--- config.mk ---
export PLATFORM = sky130hd
export DESIGN_NAME = uart_serdes
export DESIGN_NICKNAME = d
export VERILOG_FILES = /design/src/rtl/uart_serdes.sv
export SDC_FILE = /design/constraint.sdc
export NUM_CORES = 1
export LEC_CHECK = 0
export ABC_AREA = 0
export CORE_MARGIN = 3
export CORE_UTILIZATION = 50
export CTS_CLUSTER_SIZE = 16
export DETAILED_ROUTE_END_ITERATION = 8
export PLACE_DENSITY = 0.69
export RECOVER_POWER = 25
export REMOVE_ABC_BUFFERS = 1
export SYNTH_ARGS = -nofsm -noshare
export SYNTH_HDL_FRONTEND = slang
export SYNTH_SLANG_ARGS = --single-unit
export TNS_END_PERCENT = 1
--- constraint.sdc ---
create_clock -name clk -period 5.4 [get_ports clk]
set_input_delay 0.81 -clock clk [delete_from_list [all_inputs] [get_ports clk]]
set_output_delay 0.81 -clock clk [all_outputs]
set_load 0.05 [all_outputs]
--- src/rtl/uart_serdes.sv ---
// rtl/uart_serdes.sv - 8N1 UART transmitter/receiver
// TX accepts one byte per rising edge of en; RX presents bytes with a one-cycle valid strobe.
module uart_serdes #(
  parameter int CLKS_PER_BIT = 434,
  parameter int CNT_W        = 16
) (
  input  logic       clk,
  input  logic       reset,
  input  logic       en,
  input  logic [7:0] data_send,
  output logic       rdy,
  output logic       txd,
  input  logic       rxd,
  output logic [7:0] data_recv,
  output logic       recv_valid,
  output logic       frame_err
);

  localparam logic [CNT_W-1:0] LP_BIT_LAST  = CNT_W'(CLKS_PER_BIT - 1);
  localparam logic [CNT_W-1:0] LP_HALF_LAST = CNT_W'(CLKS_PER_BIT / 2 - 1);

  typedef enum logic [1:0] {
    TX_IDLE,
    TX_START,
    TX_DATA,
    TX_STOP
  } tx_state_t;

  typedef enum logic [2:0] {
    RX_IDLE,
    RX_START,
    RX_DATA,
    RX_STOP,
    RX_WAIT_HIGH
  } rx_state_t;

  tx_state_t        r_tx_state;
  logic             r_en_q;
  logic [CNT_W-1:0] r_tx_cnt;
  logic [2:0]       r_tx_bit;
  logic [7:0]       r_tx_shift;
  logic             r_txd;
  logic             r_rdy;

  rx_state_t        r_rx_state;
  logic             r_rx_s1;
  logic             r_rxs;
  logic [CNT_W-1:0] r_rx_cnt;
  logic [2:0]       r_rx_bit;
  logic [7:0]       r_rx_shift;
  logic [7:0]       r_data_recv;
  logic             r_recv_valid;
  logic             r_frame_err;

  logic w_accept;
  logic w_tx_bit_end;
  logic w_rx_bit_end;
  logic w_rx_half_end;

  // execute holds en for several cycles, so only its rising edge requests a frame
  assign w_accept      = en & ~r_en_q & r_rdy;
  assign w_tx_bit_end  = (r_tx_cnt == LP_BIT_LAST);
  assign w_rx_bit_end  = (r_rx_cnt == LP_BIT_LAST);
  assign w_rx_half_end = (r_rx_cnt == LP_HALF_LAST);

  assign rdy        = r_rdy;
  assign txd        = r_txd;
  assign data_recv  = r_data_recv;
  assign recv_valid = r_recv_valid;
  assign frame_err  = r_frame_err;

  always_ff @(posedge clk or negedge reset) begin
    if (!reset) begin
      r_tx_state <= TX_IDLE;
      r_en_q     <= 1'b0;
      r_tx_cnt   <= '0;
      r_tx_bit   <= 3'd0;
      r_tx_shift <= 8'h00;
      r_txd      <= 1'b1;
      r_rdy      <= 1'b1;
    end else begin
      r_en_q <= en;
      case (r_tx_state)
        TX_IDLE: begin
          if (w_accept) begin
            r_tx_shift <= data_send;
            r_rdy      <= 1'b0;
            r_txd      <= 1'b0;
            r_tx_cnt   <= '0;
            r_tx_state <= TX_START;
          end
        end
        TX_START: begin
          if (w_tx_bit_end) begin
            r_tx_cnt   <= '0;
            r_tx_bit   <= 3'd0;
            r_txd      <= r_tx_shift[0];
            r_tx_state <= TX_DATA;
          end else begin
            r_tx_cnt <= r_tx_cnt + 1'b1;
          end
        end
        TX_DATA: begin
          if (w_tx_bit_end) begin
            r_tx_cnt <= '0;
            if (r_tx_bit == 3'd7) begin
              r_txd      <= 1'b1;
              r_tx_state <= TX_STOP;
            end else begin
              r_tx_shift <= {1'b0, r_tx_shift[7:1]};
              r_txd      <= r_tx_shift[1];
              r_tx_bit   <= r_tx_bit + 3'd1;
            end
          end else begin
            r_tx_cnt <= r_tx_cnt + 1'b1;
          end
        end
        TX_STOP: begin
          if (w_tx_bit_end) begin
            r_tx_cnt   <= '0;
            r_rdy      <= 1'b1;
            r_tx_state <= TX_IDLE;
          end else begin
            r_tx_cnt <= r_tx_cnt + 1'b1;
          end
        end
        default: begin
          r_txd      <= 1'b1;
          r_rdy      <= 1'b1;
          r_tx_state <= TX_IDLE;
        end
      endcase
    end
  end

  always_ff @(posedge clk or negedge reset) begin
    if (!reset) begin
      r_rx_state   <= RX_IDLE;
      r_rx_s1      <= 1'b1;
      r_rxs        <= 1'b1;
      r_rx_cnt     <= '0;
      r_rx_bit     <= 3'd0;
      r_rx_shift   <= 8'h00;
      r_data_recv  <= 8'h00;
      r_recv_valid <= 1'b0;
      r_frame_err  <= 1'b0;
    end else begin
      r_rx_s1      <= rxd;
      r_rxs        <= r_rx_s1;
      r_recv_valid <= 1'b0;
      r_frame_err  <= 1'b0;
      case (r_rx_state)
        RX_IDLE: begin
          if (!r_rxs) begin
            r_rx_cnt   <= '0;
            r_rx_state <= RX_START;
          end
        end
        RX_START: begin
          // a start bit that is gone by mid-bit is treated as line noise
          if (w_rx_half_end) begin
            r_rx_cnt   <= '0;
            r_rx_bit   <= 3'd0;
            r_rx_state <= r_rxs ? RX_IDLE : RX_DATA;
          end else begin
            r_rx_cnt <= r_rx_cnt + 1'b1;
          end
        end
        RX_DATA: begin
          if (w_rx_bit_end) begin
            r_rx_cnt   <= '0;
            r_rx_shift <= {r_rxs, r_rx_shift[7:1]};
            if (r_rx_bit == 3'd7) begin
              r_rx_state <= RX_STOP;
            end else begin
              r_rx_bit <= r_rx_bit + 3'd1;
            end
          end else begin
            r_rx_cnt <= r_rx_cnt + 1'b1;
          end
        end
        RX_STOP: begin
          if (w_rx_bit_end) begin
            r_rx_cnt <= '0;
            if (r_rxs) begin
              r_data_recv  <= r_rx_shift;
              r_recv_valid <= 1'b1;
              r_rx_state   <= RX_IDLE;
            end else begin
              r_frame_err <= 1'b1;
              r_rx_state  <= RX_WAIT_HIGH;
            end
          end else begin
            r_rx_cnt <= r_rx_cnt + 1'b1;
          end
        end
        RX_WAIT_HIGH: begin
          if (r_rxs) begin
            r_rx_state <= RX_IDLE;
          end
        end
        default: begin
          r_rx_state <= RX_IDLE;
        end
      endcase
    end
  end

endmodule

==> results of run 1 <==
metal layers:
metal,up-vias,wire [µm],track usage
li1,1336,-,-
met5,-,0,0
met3,6,193,0.04344
met1,1330,3255,0.2286
met2,37,3413,0.2781
met4,0,47,0.07082
metrics by stage:
step | hold slack (ns) | total power [mW]
finish | 0.3614 | 1.538
global route | 0.3645 | 1.635
CTS | 0.3628 | 1.562
detailed placement | 0.3508 | 1.061
global placement | 0.3461 | 1.046
floorplan | 0.3452 | 0.9613
sequential cells by signal, indices dropped and copies added (netlist names):
signal      cells
r_rx_cnt       16
r_rxs           1
recv_valid      1
r_rx_bit        3
r_en_q          1
r_rx_state      3
r_tx_cnt       16
r_rx_s1         1
r_rx_shift      8
rdy             1
frame_err       1
r_tx_state      2
r_tx_shift      8
data_recv       8
r_tx_bit        3
txd             1
worst max path at each step:
stage | from | to | slack (ns) | cells after the start
after floorplan | en | r_tx_shift[0]$_DFFE_PN0P_ | 3.31 | 4
after global placement | en | r_tx_cnt[15]$_DFFE_PN0P_ | 2.63 | 5
after detailed placement | en | r_tx_cnt[10]$_DFFE_PN0P_ | 2.54 | 5
after CTS | rdy$_DFFE_PN1P_ | rdy | 2.87 | 1
after global routing | en | r_tx_cnt[9]$_DFFE_PN0P_ | 2.65 | 5
final | en | r_tx_cnt[9]$_DFFE_PN0P_ | 2.86 | 5
cells in the final DEF, fill, tap and decap left out, types with 3 or more instances in the layout:
master / n
dfstp_2: 4
a31oi_1: 13
mux2_2: 34
clkbuf_8: 11
o21ai_0: 15
and3_1: 6
o2bb2ai_1: 3
nand2_1: 26
nand4_1: 9
inv_1: 18
o22ai_1: 3
a21oi_1: 12
dfrtp_1: 70
a21o_1: 4
clkdlybuf4s50_1: 20
and2_1: 3
ha_1: 14
nor2_1: 27
and4_1: 6
xnor2_1: 6
nand3_1: 18
nor3_1: 8
xor2_1: 9
a22o_1: 5
worst reg2reg max path: stages (launching register included):
cell and delay, ns:
dfrtp_1 0.41, inv_1 0.08, ha_1 0.15, nor4b_1 0.20, and4b_1 0.46, nor2_1 0.14
nor2_1 0.64, nor2_1 0.13
layout make-up:
cell class              count  area (µm²)  share of cell area
well taps                  99       123.9             0.02848
clock buffers              11       151.4             0.03481
clock inverters             5       85.08             0.01956
inverters                  18       67.56             0.01554
repair buffers             23       227.7             0.05236
flip-flops and latches     74        1857              0.4269
multi-input cells         253        1837              0.4223
cell families after synthesis:
family,after synthesis
AOI/OAI and AO/OA,64
buffers and inverters,31
adders and majority gates,14
DFF,74
xor gates and xnor gates,15
muxes,35
and+or+nand+nor,125
power groups by stage:
stage	logic, mW	registers [mW]	clock network, mW
global route	0.437	0.670	0.528
floorplan	0.284	0.678	0
detailed placement	0.389	0.673	0
finish	0.386	0.662	0.490
global placement	0.376	0.670	0
CTS	0.391	0.662	0.510
==> impl_results.md, run 1 <==
* Status: complete, no violations
* Hold Path End: r_rxs$_DFF_PN1_
* CTS Buffer Depth at 2
* Min-delay src: r_rx_s1$_DFF_PN1_
* Top cell type's share of synthesized area at 0.4577
* CP arrival at 2.73 ns
* DR pass1 iterations at 4
* R2r startpoint: r_tx_cnt[1]$_DFFE_PN0P_
* Vias in the first global route at 2661
* Flop2flop setup slack at 3.04 ns
* Reg power frac at 0.430
* Initial antenna violation count at 0
* Delay-heaviest family, CP: simple AND/OR/NAND/NOR gates
* IO Count at 24
* EDFF count, synth at 0
* Drt wl/cell at 14.30 µm
* Simple-gate share of the synthesized area at 0.1844
* Setup slack after layout at 2.860 ns
* Place WS at 2.537 ns
* Critical Path Fanout Max at 13
* Leak pwr at 1.927 nW
* Placed cell area at 4113 µm²
* Port bufs at 23
* Synth unique cells at 49
* Core Util, Final at 0.5933
* Post-synth top area cell: dfrtp_1
* Overflow after GRT at 0
* Non-Filler Instances at 483
* Final period util at 0.4703
* Xor/xnor share of the synthesized area at 0.03432
* Max-cap violations at 0
* RSZ-0062 raised after global routing: no
* Worst Skew at 0.007050 ns
* Cell area after synthesis at 3827 µm²
* Dpl cells at 467
* Core area at 7331 µm²
* Critical path buffers and inverters at 1
* Worst slew pin tran at 0.9023 ns
* Gate power share at 0.251
* Area growth from synthesis to layout at 13.63%
* Post-synthesis register bit count at 74
* Post-synth top cells: dfrtp_1 (70), mux2_2 (34), nor2_1 (27)
* Avg Cell Area, Syn at 10.69 µm²
* DP Wirelength at 4769 µm
* CP Class: input port to flop
* R2R Path End: r_tx_cnt[9]$_DFFE_PN0P_
* Htree depth at 3
* Critical Path End Type: flop
* Clock share of power at 0.319
* Filler Cells Inserted at 602
* Die Y at 93.49 µm
* Fin. max-slew vios at 0
* Largest net degree at the start of global routing at 75
* Main combinational cell family by area after synthesis: simple AND/OR/NAND/NOR gates
* Top post-synthesis cells by area: dfrtp_1 (46%), mux2_2 (10%), ha_1 (4.6%)
* Row count at 31
* Final hold vios at 0
* Post-synthesis cell count at 358
* Clock slew at the register clock pins of the worst setup and hold paths at 0.08 ns
* Multiplexer share of the synthesized area at 0.1026
* Inserted Diodes at 0
* CP required at 5.59 ns
* Antenna-violating nets left at 0
* Global-route total usage across every layer at 0.1750
* Warning count from the yosys run at 0
* CP max stage delay at 0.67 ns
* Post-Synth Adder-Cell Area at 0.04577
* Root buffer selected by CTS: clkbuf_8
* Via Count at 2709
* Worst Reg-to-Reg Cells at 7
* Register area share after synthesis at 0.4851
* Slowest library cell on the worst path: nor2_1
* Initial core utilization at 0.5221
* Layout cells sized above 1 at 0.1771
* # Post-CTS Setup Buffers at 0
* Cts bufs inserted at 9
* Internal at 1.079 mW
* CTS tree: yes
* Post-cts sizing count at 0
* Die ar. at 8740 µm²
* Crit path launch type: input port
* Die Wd at 93.49 µm
* Cell mode on critical path: nor2_1
* CP Cell Sequence: dlygate4sd3_1 > nand3b_1 > and2_1 > nor2_1 > nor2_1
* Achievable Freq at 393.8 MHz
* Quantity of hold-fixing buffers added after cts at 0
* DRC viols at 0
* Synth Area in Compound Gates at 0.1128
* Finished Cell Area at 4349 µm²
* Setup violators final at 0
* Post-synth ARST share at 1.000
* Switching component of the power at 0.4593 mW
* Setup TNS at 0 ns
* P per Cell Area at 353.7 nW/µm²
* Post-layout min period at 2.540 ns
* Sw frac at 0.2985
* Final nets at 405
* Slew headroom at 0.3985
* First-pass GRT wire length at 12320 µm
* Global placer's final weighted congestion at 0.8254
* Post-DR vias/cell at 5.609
* Hold Path Depth at 0
* Clock latency on the worst-skew pair at 0.34 ns
* Dominant cell by count in the synthesized netlist: dfrtp_1
* Worst vdd ir at 0.1957 mV
* Initial drt markers at 130
* Top FF cell, synth: dfrtp_1
* CTS sink count at 74
* WL final at 6909 µm
* HP Class: flop to flop
No activity file was read; power rests on OpenSTA's default activity.
==> inputs of run 2 (changes only) <==
==> constraint.sdc (replaced) <==
create_clock -name clk -period 2.5 [get_ports clk]
set_input_delay 0.375 -clock clk [delete_from_list [all_inputs] [get_ports clk]]
set_output_delay 0.375 -clock clk [all_outputs]
set_load 0.05 [all_outputs]
==> impl_results.md, run 2 (same netlist as run 1, synthesis figures left out) <==
* HP Class: flop to flop (unchanged)
* Initial antenna violation count at 0 (unchanged)
* Slowest library cell on the worst path: dfrtp_1 (was nor2_1)
* Die Y at 93.49 µm (unchanged)
* Final nets at 412 (was 405)
* Htree depth at 3 (unchanged)
* Quantity of hold-fixing buffers added after cts at 1 (was 0)
* P per Cell Area at 762.2 nW/µm² (was 353.7 nW/µm²)
* Worst vdd ir at 0.3700 mV (was 0.1957 mV)
* Core area at 7331 µm² (unchanged)
* Root buffer selected by CTS: clkbuf_8 (unchanged)
* # Post-CTS Setup Buffers at 0 (unchanged)
* First-pass GRT wire length at 12270 µm (was 12320 µm)
* Vias in the first global route at 2692 (was 2661)
* Initial drt markers at 103 (was 130)
* Slew headroom at 0.3444 (was 0.3985)
* Leak pwr at 1.959 nW (was 1.927 nW)
* Post-cts sizing count at 0 (unchanged)
* Critical path buffers and inverters at 1 (unchanged)
* Crit path launch type: flop (was input port)
* WL final at 6990 µm (was 6909 µm)
* CTS Buffer Depth at 2 (unchanged)
* CP arrival at 2.41 ns (was 2.73 ns)
* Max-cap violations at 0 (unchanged)
* Gate power share at 0.257 (was 0.251)
* Critical Path Fanout Max at 17 (was 13)
* Largest registers: r_rx_cnt x16, r_tx_cnt x16 (unchanged)
* Worst Skew at 0.01311 ns (was 0.007050 ns)
* Core Util, Final at 0.5991 (was 0.5933)
* CP max stage delay at 0.41 ns (was 0.67 ns)
* Cts bufs inserted at 9 (unchanged)
* CTS sink count at 74 (unchanged)
* Final period util at 0.8699
* DR pass1 iterations at 4 (unchanged)
* Global placer's final weighted congestion at 0.8221 (was 0.8254)
* Clock latency on the worst-skew pair at 0.35 ns (was 0.34 ns)
* CP Cell Sequence: inv_1 > ha_1 > nor3b_1 > nand4_4 > a22o_4 > nand2_2 > mux2_2 (was dlygate4sd3_1 > nand3b_1 > and2_1 > nor2_1 > nor2_1)
* CP required at 2.74 ns (was 5.59 ns)
* Delay-heaviest family, CP: simple AND/OR/NAND/NOR gates (unchanged)
* Reg power frac at 0.429 (was 0.430)
* Internal at 2.351 mW (was 1.079 mW)
* Inserted Diodes at 0 (unchanged)
* Die Wd at 93.49 µm (unchanged)
* Setup TNS at 0 ns (unchanged)
* RSZ-0062 raised after global routing: no (unchanged)
* Worst slew pin tran at 0.9833 ns (was 0.9023 ns)
* CTS tree: yes (unchanged)
* Die ar. at 8740 µm² (unchanged)
* Commonest non-fill, non-tap cell in the layout: dfrtp_1 (unchanged)
* Global-route total usage across every layer at 0.1749 (was 0.1750)
* Final hold vios at 0 (unchanged)
* Antenna-violating nets left at 0 (unchanged)
* Status: complete, no violations (unchanged)
* Switching component of the power at 0.9959 mW (was 0.4593 mW)
* Most frequent cells in the layout: dfrtp_1 (70), mux2_2 (34), nor2_1 (27) (unchanged)
* Initial core utilization at 0.5221 (unchanged)
* IO Count at 24 (unchanged)
* Clock share of power at 0.314 (was 0.319)
* CP Class: flop to flop (was input port to flop)
* Area growth from synthesis to layout at 14.74% (was 13.63%)
* Fin. max-slew vios at 0 (unchanged)
* Overflow after GRT at 0 (unchanged)
* Setup violators final at 0 (unchanged)
* Post-layout min period at 2.175 ns
* Finished Cell Area at 4392 µm² (was 4349 µm²)
* Critical Path End Type: flop (unchanged)
* Layout cells sized above 1 at 0.1867 (was 0.1771)
* Sw frac at 0.2975 (was 0.2985)
* DP Wirelength at 4959 µm (was 4769 µm)
* Clock slew at the register clock pins of the worst setup and hold paths at 0.08 ns (about the same)
* Drt wl/cell at 14.27 µm (was 14.30 µm)
* Placed cell area at 4158 µm² (was 4113 µm²)
* Post-DR vias/cell at 5.551 (was 5.609)
* Largest net degree at the start of global routing at 39 (was 75)
* Via Count at 2720 (was 2709)
* Row count at 31 (unchanged)
* Achievable Freq at 459.8 MHz
* DRC viols at 0 (unchanged)
* Port bufs at 23 (unchanged)
-- run 2: layout make-up --
type	count	area [µm²]
fill	574	2939
sequential	74	1857
multi-input combinational	253	1837
timing repair buffer	30	277.8
clock buffer	12	155.1
tap	99	123.9
clock inverter	4	73.82
inverter	18	67.56
-- run 2: routing by layer --
layer	routed length, µm	GRT usage
met3	237	0.05229
met4	91	0.05372
met5	0	0
met1	3304	0.2262
met2	3356	0.2823
-- run 2: power groups by stage --
stage	combinational [mW]	clock [mW]	sequential, mW
global placement	0.848	0	1.45
CTS	0.872	1.08	1.43
finish	0.861	1.05	1.44
detailed placement	0.868	0	1.46
floorplan	0.613	0	1.46
global route	0.968	1.13	1.45
-- run 2: final timing paths --
| check | start | end | slack, ns | cells after the start |
|---|---|---|---|---|
| max in group asynchronous | reset | r_rx_s1$_DFF_PN1_ | 0.73 | 3 |
| worst min register to register | r_rx_s1$_DFF_PN1_ | r_rxs$_DFF_PN1_ | 0.36 | 0 |
| min in group asynchronous | reset | r_tx_cnt[11]$_DFFE_PN0P_ | 0.71 | 2 |
| worst min-delay path | r_rx_s1$_DFF_PN1_ | r_rxs$_DFF_PN1_ | 0.36 | 0 |
| worst max register to register | r_rx_cnt[1]$_DFFE_PN0P_ | r_rx_state[0]$_DFFE_PN0P_ | 0.33 | 7 |
| worst max-delay path | r_rx_cnt[1]$_DFFE_PN0P_ | r_rx_state[0]$_DFFE_PN0P_ | 0.33 | 7 |
-- run 2: per-stage QoR --
stage	power, mW	hold WS, ns	setup WS [ns]	instances
after detailed placement	2.323	0.3498	0.2821	473
after global placement	2.294	0.3500	0.3283	473
after CTS	3.390	0.3610	0.3248	490
after floorplan	2.076	0.07941	0.4753	345
final	3.347	0.3582	0.3253	490
after global routing	3.550	0.3659	0.1698	490
==> inputs of run 3 (changes only) <==
--- a/config.mk
+++ b/config.mk
@@ -11,7 +11,6 @@
 export CTS_CLUSTER_SIZE = 16
 export DETAILED_ROUTE_END_ITERATION = 8
 export PLACE_DENSITY = 0.69
-export RECOVER_POWER = 25
 export REMOVE_ABC_BUFFERS = 1
 export SYNTH_ARGS = -nofsm -noshare
 export SYNTH_HDL_FRONTEND = slang
==> impl_results.md, run 3 (same netlist as run 1, synthesis figures left out) <==
* Status: complete, no violations (unchanged)
* Port bufs at 23 (unchanged)
* Via Count at 2722 (was 2720)
* Worst Skew at 0.01324 ns (was 0.01311 ns)
* Final nets at 412 (unchanged)
* CTS sink count at 74 (unchanged)
* Die Y at 93.49 µm (unchanged)
* WL final at 7012 µm (was 6990 µm)
* Vias in the first global route at 2692 (unchanged)
* Gate power share at 0.258 (was 0.257)
* CP Cell Sequence: inv_1 > ha_1 > nor3b_1 > nand4_4 > a22o_4 > nand2_2 > mux2_2 (unchanged)
* Achievable Freq at 458.9 MHz (was 459.8 MHz)
* Initial core utilization at 0.5221 (unchanged)
* Slowest library cell on the worst path: dfrtp_1 (unchanged)
* Leak pwr at 1.960 nW (was 1.959 nW)
* Switching component of the power at 0.9949 mW (was 0.9959 mW)
* Initial antenna violation count at 0 (unchanged)
* Fin. max-slew vios at 0 (unchanged)
* Layout cells sized above 1 at 0.1867 (unchanged)
* Worst Reg-to-Reg Cells at 7 (unchanged)
* Antenna-violating nets left at 0 (unchanged)
* Reg power frac at 0.429 (about the same)
* Largest net degree at the start of global routing at 39 (unchanged)
* Die Wd at 93.49 µm (unchanged)
* IO Count at 24 (unchanged)
* Slew headroom at 0.6272 (was 0.3444)
* HP Class: flop to flop (unchanged)
* Dpl cells at 473 (unchanged)
* Setup violators final at 0 (unchanged)
* Initial drt markers at 113 (was 103)
* CTS Buffer Depth at 2 (unchanged)
* DP Wirelength at 4959 µm (unchanged)
* Clock share of power at 0.314 (about the same)
* Core Util, Final at 0.5998 (was 0.5991)
* DRC viols at 0 (unchanged)
* CP required at 2.73 ns (was 2.74 ns)
* Area growth from synthesis to layout at 14.87% (was 14.74%)
* CP arrival at 2.41 ns (about the same)
* Post-DR vias/cell at 5.555 (was 5.551)
* Commonest non-fill, non-tap cell in the layout: dfrtp_1 (unchanged)
* Most frequent cells in the layout: dfrtp_1 (70), mux2_2 (34), nor2_1 (27) (unchanged)
* Global-route total usage across every layer at 0.1749 (unchanged)
* Post-layout min period at 2.179 ns (was 2.175 ns)
* Die ar. at 8740 µm² (unchanged)
* Internal at 2.353 mW (was 2.351 mW)
* Core area at 7331 µm² (unchanged)
* Row count at 31 (unchanged)
* Clock latency on the worst-skew pair at 0.34 ns (was 0.35 ns)
* Htree depth at 3 (unchanged)
* Worst slew pin tran at 0.5591 ns (was 0.9833 ns)
* Critical Path End Type: flop (unchanged)
* CP max stage delay at 0.41 ns (about the same)
* Global placer's final weighted congestion at 0.8221 (unchanged)
* Non-Filler Instances at 490 (unchanged)
* CP Class: flop to flop (unchanged)
* Flop2flop setup slack at 0.32 ns (was 0.33 ns)
* Final period util at 0.8716 (was 0.8699)
* CTS tree: yes (unchanged)
* First-pass GRT wire length at 12270 µm (unchanged)
* Final hold vios at 0 (unchanged)
* Inserted Diodes at 0 (unchanged)
* Setup TNS at 0 ns (unchanged)
* Drt wl/cell at 14.31 µm (was 14.27 µm)
* DR pass1 iterations at 4 (unchanged)
* Sw frac at 0.2972 (was 0.2975)
* R2r startpoint: r_rx_cnt[1]$_DFFE_PN0P_ (unchanged)
* R2R Path End: r_rx_state[0]$_DFFE_PN0P_ (unchanged)
* Overflow after GRT at 0 (unchanged)
* Max-cap violations at 0 (unchanged)
* Critical Path Source: r_rx_cnt[1]$_DFFE_PN0P_ (unchanged)
* Critical Path Fanout Max at 17 (unchanged)
* Crit path launch type: flop (unchanged)
* P per Cell Area at 761.5 nW/µm² (was 762.2 nW/µm²)
* Largest registers: r_rx_cnt x16, r_tx_cnt x16 (unchanged)
* CP Capture Point: r_rx_state[0]$_DFFE_PN0P_ (unchanged)
* Root buffer selected by CTS: clkbuf_8 (unchanged)
* Worst vdd ir at 0.3700 mV (about the same)
* Hold WS at 0.3582 ns (unchanged)
* RSZ-0062 raised after global routing: no (unchanged)
* Cts bufs inserted at 9 (unchanged)
* Filler Cells Inserted at 572 (was 574)
* Clock slew at the register clock pins of the worst setup and hold paths at 0.08 ns (about the same)
[run 3: cell types whose count changed in the layout (fill, tap and decap cells not counted)]
| cell | delta |
|---|---|
| clkdlybuf4s50_1 | +2 |
| clkbuf_2 | -2 |
| buf_4 | +2 |
| dlygate4sd3_1 | -2 |
[run 3: timing repair]
item	in CTS	in global routing
endpoints found under the setup margin	0	0
buffers inserted	0	0
hold endpoints to repair	11	0
hold buffers	1	0
gates resized for setup	0	0
[run 3: cell type report]
class,count,area (µm²),area share
clock buffers,12,155.1,0.03529
clock inverters,4,73.82,0.01679
inverters,18,67.56,0.01537
multi-input cells,253,1837,0.4178
flip-flops and latches,74,1857,0.4223
well taps,99,123.9,0.02817
repair buffers,30,282.8,0.06431
[run 3: worst min path at each step]
stage          slack [ns]               from  depth (start not counted)                        to
2_1_floorplan        0.08              reset                          0  data_recv[0]$_DFFE_PN0P_
3_3_place_gp         0.35  r_rx_s1$_DFF_PN1_                          0           r_rxs$_DFF_PN1_
3_5_place_dp         0.35  r_rx_s1$_DFF_PN1_                          0           r_rxs$_DFF_PN1_
4_1_cts              0.36  r_rx_s1$_DFF_PN1_                          0           r_rxs$_DFF_PN1_
5_1_grt              0.37  r_rx_s1$_DFF_PN1_                          0           r_rxs$_DFF_PN1_
6_report             0.36  r_rx_s1$_DFF_PN1_                          0           r_rxs$_DFF_PN1_
[run 3: metrics by stage]
stage | area, µm² | power, mW | setup WS, ns
floorplan | 3761 | 2.076 | 0.4753
global placement | 4158 | 2.294 | 0.3283
detailed placement | 4158 | 2.323 | 0.2821
CTS | 4397 | 3.390 | 0.3248
global route | 4397 | 3.551 | 0.1698
finish | 4397 | 3.348 | 0.3210
[run 3: critical path: cells and delay by family (launching register included)]
kind | cells | cell delay, ns
fa+ha+maj | 1 | 0.13
buf+inv | 1 | 0.08
compound gates | 1 | 0.38
simple gates | 3 | 0.72
flops | 1 | 0.41
mux | 1 | 0.35
[run 3: power groups by stage]
| stage | Sequential (mW) | Clock [mW] | Combinational (mW) |
|---|---|---|---|
| floorplan | 1.46 | 0 | 0.613 |
| global placement | 1.45 | 0 | 0.848 |
| detailed placement | 1.46 | 0 | 0.868 |
| global route | 1.45 | 1.13 | 0.969 |
| CTS | 1.43 | 1.08 | 0.872 |
| finish | 1.44 | 1.05 | 0.863 |
[run 3: per-layer routing]
metal | wire [µm] | global-route usage | up-vias
met3 | 227 | 0.05229 | 8
met4 | 63 | 0.05372 | 0
met5 | 0 | 0 | -
li1 | - | - | 1344
met1 | 3310 | 0.2262 | 1332
met2 | 3410 | 0.2823 | 38
